$ cat src/rtl/timer_irq_8.sv
// 16-bit interval timer with prescaler and active-low IRQ for the 0x20xx I/O page.
// Optional build macro TIMER_RDCLR_EN: a STATUS read also clears TF.
module timer_irq_8 #(
   parameter logic [7:0] BASE_ADDR      = 8'h30,
   parameter int         PRESCALE_WIDTH = 8
) (
   input  logic       clk,
   input  logic       reset,
   input  logic       sel,
   input  logic [7:0] addr,
   input  logic [7:0] din,
   output logic [7:0] dout,
   input  logic       we,
   output logic       irq_
);

   localparam int PW = PRESCALE_WIDTH;

   logic [15:0]   r_reload;
   logic [15:0]   r_count;
   logic [PW-1:0] r_prescale;
   logic [PW-1:0] r_pcnt;
   logic          r_en;
   logic          r_ie;
   logic          r_oneshot;
   logic          r_tf;
   logic          r_irq_n;
   logic [7:0]    r_cnt_hi_latch;

   logic       w_hit;
   logic       w_wr;
   logic       w_rd;
   logic [2:0] w_off;
   logic       w_load;
   logic       w_tick;
   logic       w_wrap;
   logic       w_w1c;
   logic       w_rdclr;
   logic       w_tf_clr;

   // BASE_ADDR is 8-aligned, so only the upper five address bits decode the block.
   assign w_hit  = sel && (addr[7:3] == BASE_ADDR[7:3]);
   assign w_off  = addr[2:0];
   assign w_wr   = w_hit && we;
   assign w_rd   = w_hit && !we;
   assign w_load = w_wr && (w_off == 3'd5) && din[3];
   assign w_tick = r_en && (r_pcnt == '0);
   assign w_wrap = w_tick && (r_count == 16'h0000) && !w_load;
   assign w_w1c  = w_wr && (w_off == 3'd6) && din[0];

`ifdef TIMER_RDCLR_EN
   assign w_rdclr = w_rd && (w_off == 3'd6);
`else
   assign w_rdclr = 1'b0;
`endif

   assign w_tf_clr = w_w1c || w_rdclr;

   always_ff @(posedge clk or posedge reset) begin
      if (reset) begin
         r_reload       <= 16'hFFFF;
         r_count        <= 16'hFFFF;
         r_prescale     <= '0;
         r_pcnt         <= '0;
         r_en           <= 1'b0;
         r_ie           <= 1'b0;
         r_oneshot      <= 1'b0;
         r_tf           <= 1'b0;
         r_irq_n        <= 1'b1;
         r_cnt_hi_latch <= 8'h00;
      end else begin
         if (w_wr && (w_off == 3'd0)) r_reload[7:0]  <= din;
         if (w_wr && (w_off == 3'd1)) r_reload[15:8] <= din;
         if (w_wr && (w_off == 3'd4)) r_prescale     <= PW'(din);

         if (w_load || !r_en || (r_pcnt == '0))
            r_pcnt <= r_prescale;
         else
            r_pcnt <= r_pcnt - PW'(1);

         // LOAD takes priority over a tick landing on the same edge.
         if (w_load)
            r_count <= r_reload;
         else if (w_tick) begin
            if (r_count == 16'h0000)
               r_count <= r_reload;
            else
               r_count <= r_count - 16'd1;
         end

         if (w_wr && (w_off == 3'd5)) begin
            r_en      <= din[0];
            r_ie      <= din[1];
            r_oneshot <= din[2];
         end else if (w_wrap && r_oneshot) begin
            r_en <= 1'b0;
         end

         r_tf <= w_wrap || (r_tf && !w_tf_clr);

         // Reading COUNT_LO snapshots the high byte so a LO/HI pair is coherent.
         if (w_rd && (w_off == 3'd2)) r_cnt_hi_latch <= r_count[15:8];

         r_irq_n <= ~(r_tf & r_ie);
      end
   end

   always_comb begin
      dout = 8'h00;
      if (w_hit) begin
         case (w_off)
            3'd0:    dout = r_reload[7:0];
            3'd1:    dout = r_reload[15:8];
            3'd2:    dout = r_count[7:0];
            3'd3:    dout = r_cnt_hi_latch;
            3'd4:    dout = 8'(r_prescale);
            3'd5:    dout = {5'b00000, r_oneshot, r_ie, r_en};
            3'd6:    dout = {7'b0000000, r_tf};
            default: dout = 8'h00;
         endcase
      end
   end

   assign irq_ = r_irq_n;

endmodule

$ cat config.mk
export PLATFORM = sky130hd
export DESIGN_NAME = timer_irq_8
export DESIGN_NICKNAME = d
export VERILOG_FILES = /design/src/rtl/timer_irq_8.sv
export SDC_FILE = /design/constraint.sdc
export NUM_CORES = 1
export LEC_CHECK = 0
export ABC_AREA = 0
export CORE_UTILIZATION = 51
export CTS_BUF_LIST = sky130_fd_sc_hd__clkbuf_2 sky130_fd_sc_hd__clkbuf_4 sky130_fd_sc_hd__clkbuf_8
export DETAILED_ROUTE_END_ITERATION = 10
export HOLD_SLACK_MARGIN = 0.15
export PLACE_DENSITY = 0.72
export SLEW_MARGIN = 20
export SYNTH_ARGS = -nofsm -noshare
export SYNTH_HDL_FRONTEND = slang
export SYNTH_SLANG_ARGS = --single-unit
$ cat constraint.sdc
create_clock -name clk -period 2.6 [get_ports clk]
set_clock_uncertainty 0.1 [all_clocks]
set_input_delay 0.52 -clock clk [delete_from_list [all_inputs] [get_ports clk]]
set_output_delay 0.52 -clock clk [all_outputs]
set_load 0.01 [all_outputs]
Yosys cells after proc, flatten, opt, wreduce, memory -nomap -nowiden --
Cells that the tools add are included.
Word-level totals: output and inout bits 9, bits of input ports 20, logic and storage cells 58, register bits after elaboration 61
Operators by class: reduce and logical (&&, ||, !) cells 28, $add $sub $neg 2, equality and inequality tests 7, bitwise operators 2, muxes and demuxes 8
Operator list (number):
- $pmux W8 S7 | 1
- $mux W16 | 3
- $logic_and A1 B1 Y1 | 16
- $logic_not A16 Y1 | 1
- $mux W8 | 2
- $sub A16 B1 Y16 const B | 1
- $eq A3 B3 Y1 const B | 3
- $logic_not A8 Y1 | 1
- $sub A8 B1 Y8 const B | 1
- $eq A3 B2 Y1 const B | 2
- $eq A5 B3 Y1 const B | 1
- $logic_not A1 Y1 | 4
- $reduce_bool A2 Y1 | 2
- $eq A3 B1 Y1 const B | 1
- $logic_not A3 Y1 | 1
- $logic_or A1 B1 Y1 | 3
- $mux W1 | 2
- $and A1 B1 Y1 | 1
- $not A1 Y1 | 1

Longest topological paths before layout --
depth in word-level cells 10, gate-level depth with buffers 9, mapped depth without buffers 7

Least setup slack after synthesis --
OpenSTA, ideal clock, no wires.
kind input -> output, start input addr[0], end output dout[0], required time 1.980 ns, stages 5, arrival 1.892 ns, buffers on the path 2, slack 0.088 ns, cell sequence clkbuf_1 > clkbuf_1 > mux4_2 > nor2_1 > a211oi_1
On the way: word-level cells in the longest chain between the ends 3, elaborated cells on any way between the ends 9, those cells by class eq/ne: 6; mux: 2; reduce/logical: 1
RTL lines:
- start: declaration | line 10 | input logic [7:0] addr,
- $eq A3 B3 Y1, or another cell as far along | line 111 | case (w_off)
- $pmux W8 S7 * | line 111
- $mux W8 * | line 110 | if (w_hit) begin
- end: declaration | line 12 | output logic [7:0] dout,
Every way passes the cells marked *; elsewhere a longest branch is shown, timed or not.

Worst setup path after layout --
start input addr[1], end output dout[1]
The elaborated chain is that of the path after synthesis.

==> run metrics <==
Ys Warns=0; gr usage total=27.33%; worst reg2reg path endpoint=r_en; drt pass-1 iters=8; Worst R2R Setup Slack=230 ps; largest cells by area after synthesis=dfstp_2 (25%), dfrtp_1 (20%), mux2_2 (11%); row count=29; hold buffers post-CTS=0; register bit count reported by yosys=61; RSZ-0062 raised after global routing=no; Hold EP=irq_; Placed Area=4024 µm²; Seq/Total Area, Yosys=45.65%; Via-to-Cell Ratio=6.077; hold crit path type=reg -> reg; Synth Instances=323; FF-to-FF Start=r_pcnt[0]; pwr dens=550.7 nW/µm²; Die H=84.07 µm; syn nets=347; Yosys top cell by area=dfstp_2; CTS clk-pin slew, worst paths=70 ps; via count=2844; clk buf depth=2; GP Congestion=0.8630; min-delay src=r_tf; Starting Density=53.48%; CP Class=in -> out; Clk Latency, worst-skew pair=340 ps; hold slack=355.1 ps; Placement Setup Slack=-433.4 ps; Worst Tran Pin Value=554.9 ps; I/O Buffers=28; DRT Wirelength=8.720 mm; global-route wire length before repair=14.75 mm; Root Driver=clkbuf_8; Top FF cell, synth=dfstp_2; dpl hpwl=6.348 mm; post-route ant nets=0; Syn-to-layout area delta=25.65%; die area=7067 µm²; failing checks=DRC; Wirelength per Cell=18.63 µm; EDFF count, synth=0; Die Width=84.07 µm; CTS sink cnt=61; Worst setup EP type=primary output; final worst slack=52.68 ps; post-synth cell types=53; leakage=1.851 nW; Nets=410; Final period util=97.97%; Power Total=0.002377 W; H-tree depth=3; Final Hold Viols=0; core area=6422 µm²; Fmax=392.6 MHz; DRC viols=8; Startpoint Class=input pin; share of cells above drive strength 1=37.34%; Max Fanout on Critical Path=5; Max Slew Vio Count=0; largest net degree at the start of global routing=40; Setup violations, final=0; Synth Area per Inst=10.63 µm²; Maximum Capacitance Violations=0; vias in the first global route=2875; Mapped Area=3435 µm²; fin crit period=2547 ps; R2R depth=7; DR iter-0 viols=180; GR Overflow Total=0; hold depth=1; I/O pin count=29; antenna fix cells=0; CP Data Arrival Time=1930 ps; post-synth top area share=25.25%; Slew HR=62.49%; finished layout cell area=4315 µm²; Fin Setup TNS=0 ps; CTS tree=yes; outcome=complete, but fails checks; Required @ worst endpoint=1980 ps; peak supply drop=0.2854 mV; CTS Buf Count=9; initial antenna violation count=0; FFs w/ async S/R, synth=100.0%
-- flip-flops by register name (all words and copies together), names as in the netlist --
signal          count
r_count            16
r_ie                1
r_prescale          8
r_cnt_hi_latch      8
r_pcnt              8
r_reload           16
r_oneshot           1
r_tf                1
r_en                1
irq_                1
-- cells in the final DEF (no fill, tap or decap), types with 2 or more instances in the layout --
| cell type | Yosys | final |
|---|---|---|
| mux2_2 | 34 | 34 |
| dfstp_2 | 33 | 33 |
| nand2_1 | 33 | 32 |
| buf_4 | 1 | 32 |
| dfrtp_1 | 28 | 28 |
| o21ai_0 | 19 | 19 |
| a21oi_1 | 18 | 18 |
| clkdlybuf4s50_1 | 0 | 17 |
| nor2_1 | 16 | 16 |
| nand3_1 | 14 | 14 |
| clkbuf_8 | 0 | 11 |
| inv_1 | 11 | 10 |
| dlygate4sd2_1 | 0 | 9 |
| nor3_1 | 7 | 7 |
| xnor2_1 | 7 | 7 |
| mux4_2 | 7 | 7 |
| nand4_1 | 6 | 6 |
| nor4_1 | 6 | 6 |
| or4_1 | 4 | 4 |
| a21o_1 | 4 | 4 |
| o31ai_1 | 4 | 4 |
| a211oi_1 | 4 | 4 |
| o21a_1 | 4 | 4 |
| ha_1 | 4 | 4 |
| nor2b_2 | 0 | 3 |
| or3_1 | 3 | 3 |
| o31a_1 | 3 | 3 |
| xor2_1 | 3 | 3 |
| buf_12 | 0 | 3 |
| and2_1 | 2 | 2 |
| nor4_2 | 2 | 2 |
| o21ai_2 | 2 | 2 |
| nor3b_1 | 2 | 2 |
| o211ai_1 | 2 | 2 |
| nor3b_2 | 2 | 2 |
| nand2b_1 | 2 | 2 |
| clkinvlp_4 | 0 | 2 |
-- what timing repair did --
action | CTS | global route
endpoints found under the setup margin | 8 | 3
setup buffers | 2 | 1
pin swaps | 0 | 1
cloned | 2 | 0
endpoints found under the hold margin | 0 | 0
gates resized for setup | 17 | 7
-- area by class of cell --
class	count	area, µm²
clock buffer	11	151.4
multi-input combinational	237	1787
clock inverter	5	58.81
fill	494	2107
timing repair buffer	66	613.1
tap	77	96.34
sequential	61	1568
inverter	11	41.29
-- where the power goes --
group	total, W	switching, W	internal, W
registers	0.00112	0.0000854	0.00104
clock network	0.000873	0.000379	0.000494
logic	0.000381	0.000190	0.000191
-- cells by family after synthesis --
logic type | synth area share (%)
AOI/OAI and AO/OA | 12.46
xor gates and xnor gates | 2.550
adders and majority gates | 1.457
buffers and inverters | 3.315
DFF | 45.65
muxes | 16.03
and+or+nand+nor | 18.54
-- layer usage --
metal	GRT usage (%)	part of all wire, %	vias up
li1	-	-	1321
met1	37.30	46	1417
met2	43.22	47	90
met3	4.154	4.8	16
met4	12.23	2.1	0
met5	0	0	-
-- metrics by stage --
step / util, % / cells
final: 67.19 / 468
after global routing: 67.19 / 468
after CTS: 66.80 / 467
after detailed placement: 62.65 / 447
after global placement: 62.65 / 447
after floorplan: - / 323
-- synth_stat cells, drive strengths merged, types with 3 or more instances --
cell,number
o31a,3
o31ai,4
nor2b,4
nor3b,4
nor3,7
buf,4
mux2,34
dfstp,33
or3,3
ha,4
dfrtp,28
inv,11
xor2,3
nor4,9
nor2,16
mux4,7
a211oi,4
o21a,4
a21o,4
nand3,14
a21oi,18
o21ai,22
nand4,6
clkbuf,10
or4,4
xnor2,7
nand2,33
-- worst max-delay path, stage by stage --
cell and delay [ps]:
dlygate4sd2_1 240, buf_6 140, mux4_2 510, a22oi_2 190, nor2_1 50, dlygate4sd2_1 280
-- worst max path at each step --
stage                  from       to
finish              addr[1]  dout[1]
global route        addr[1]  dout[6]
CTS                 addr[0]  dout[0]
detailed placement  addr[1]  dout[2]
global placement    addr[1]  dout[1]
floorplan           addr[0]  dout[0]
Power figures use the tool's default switching activity.
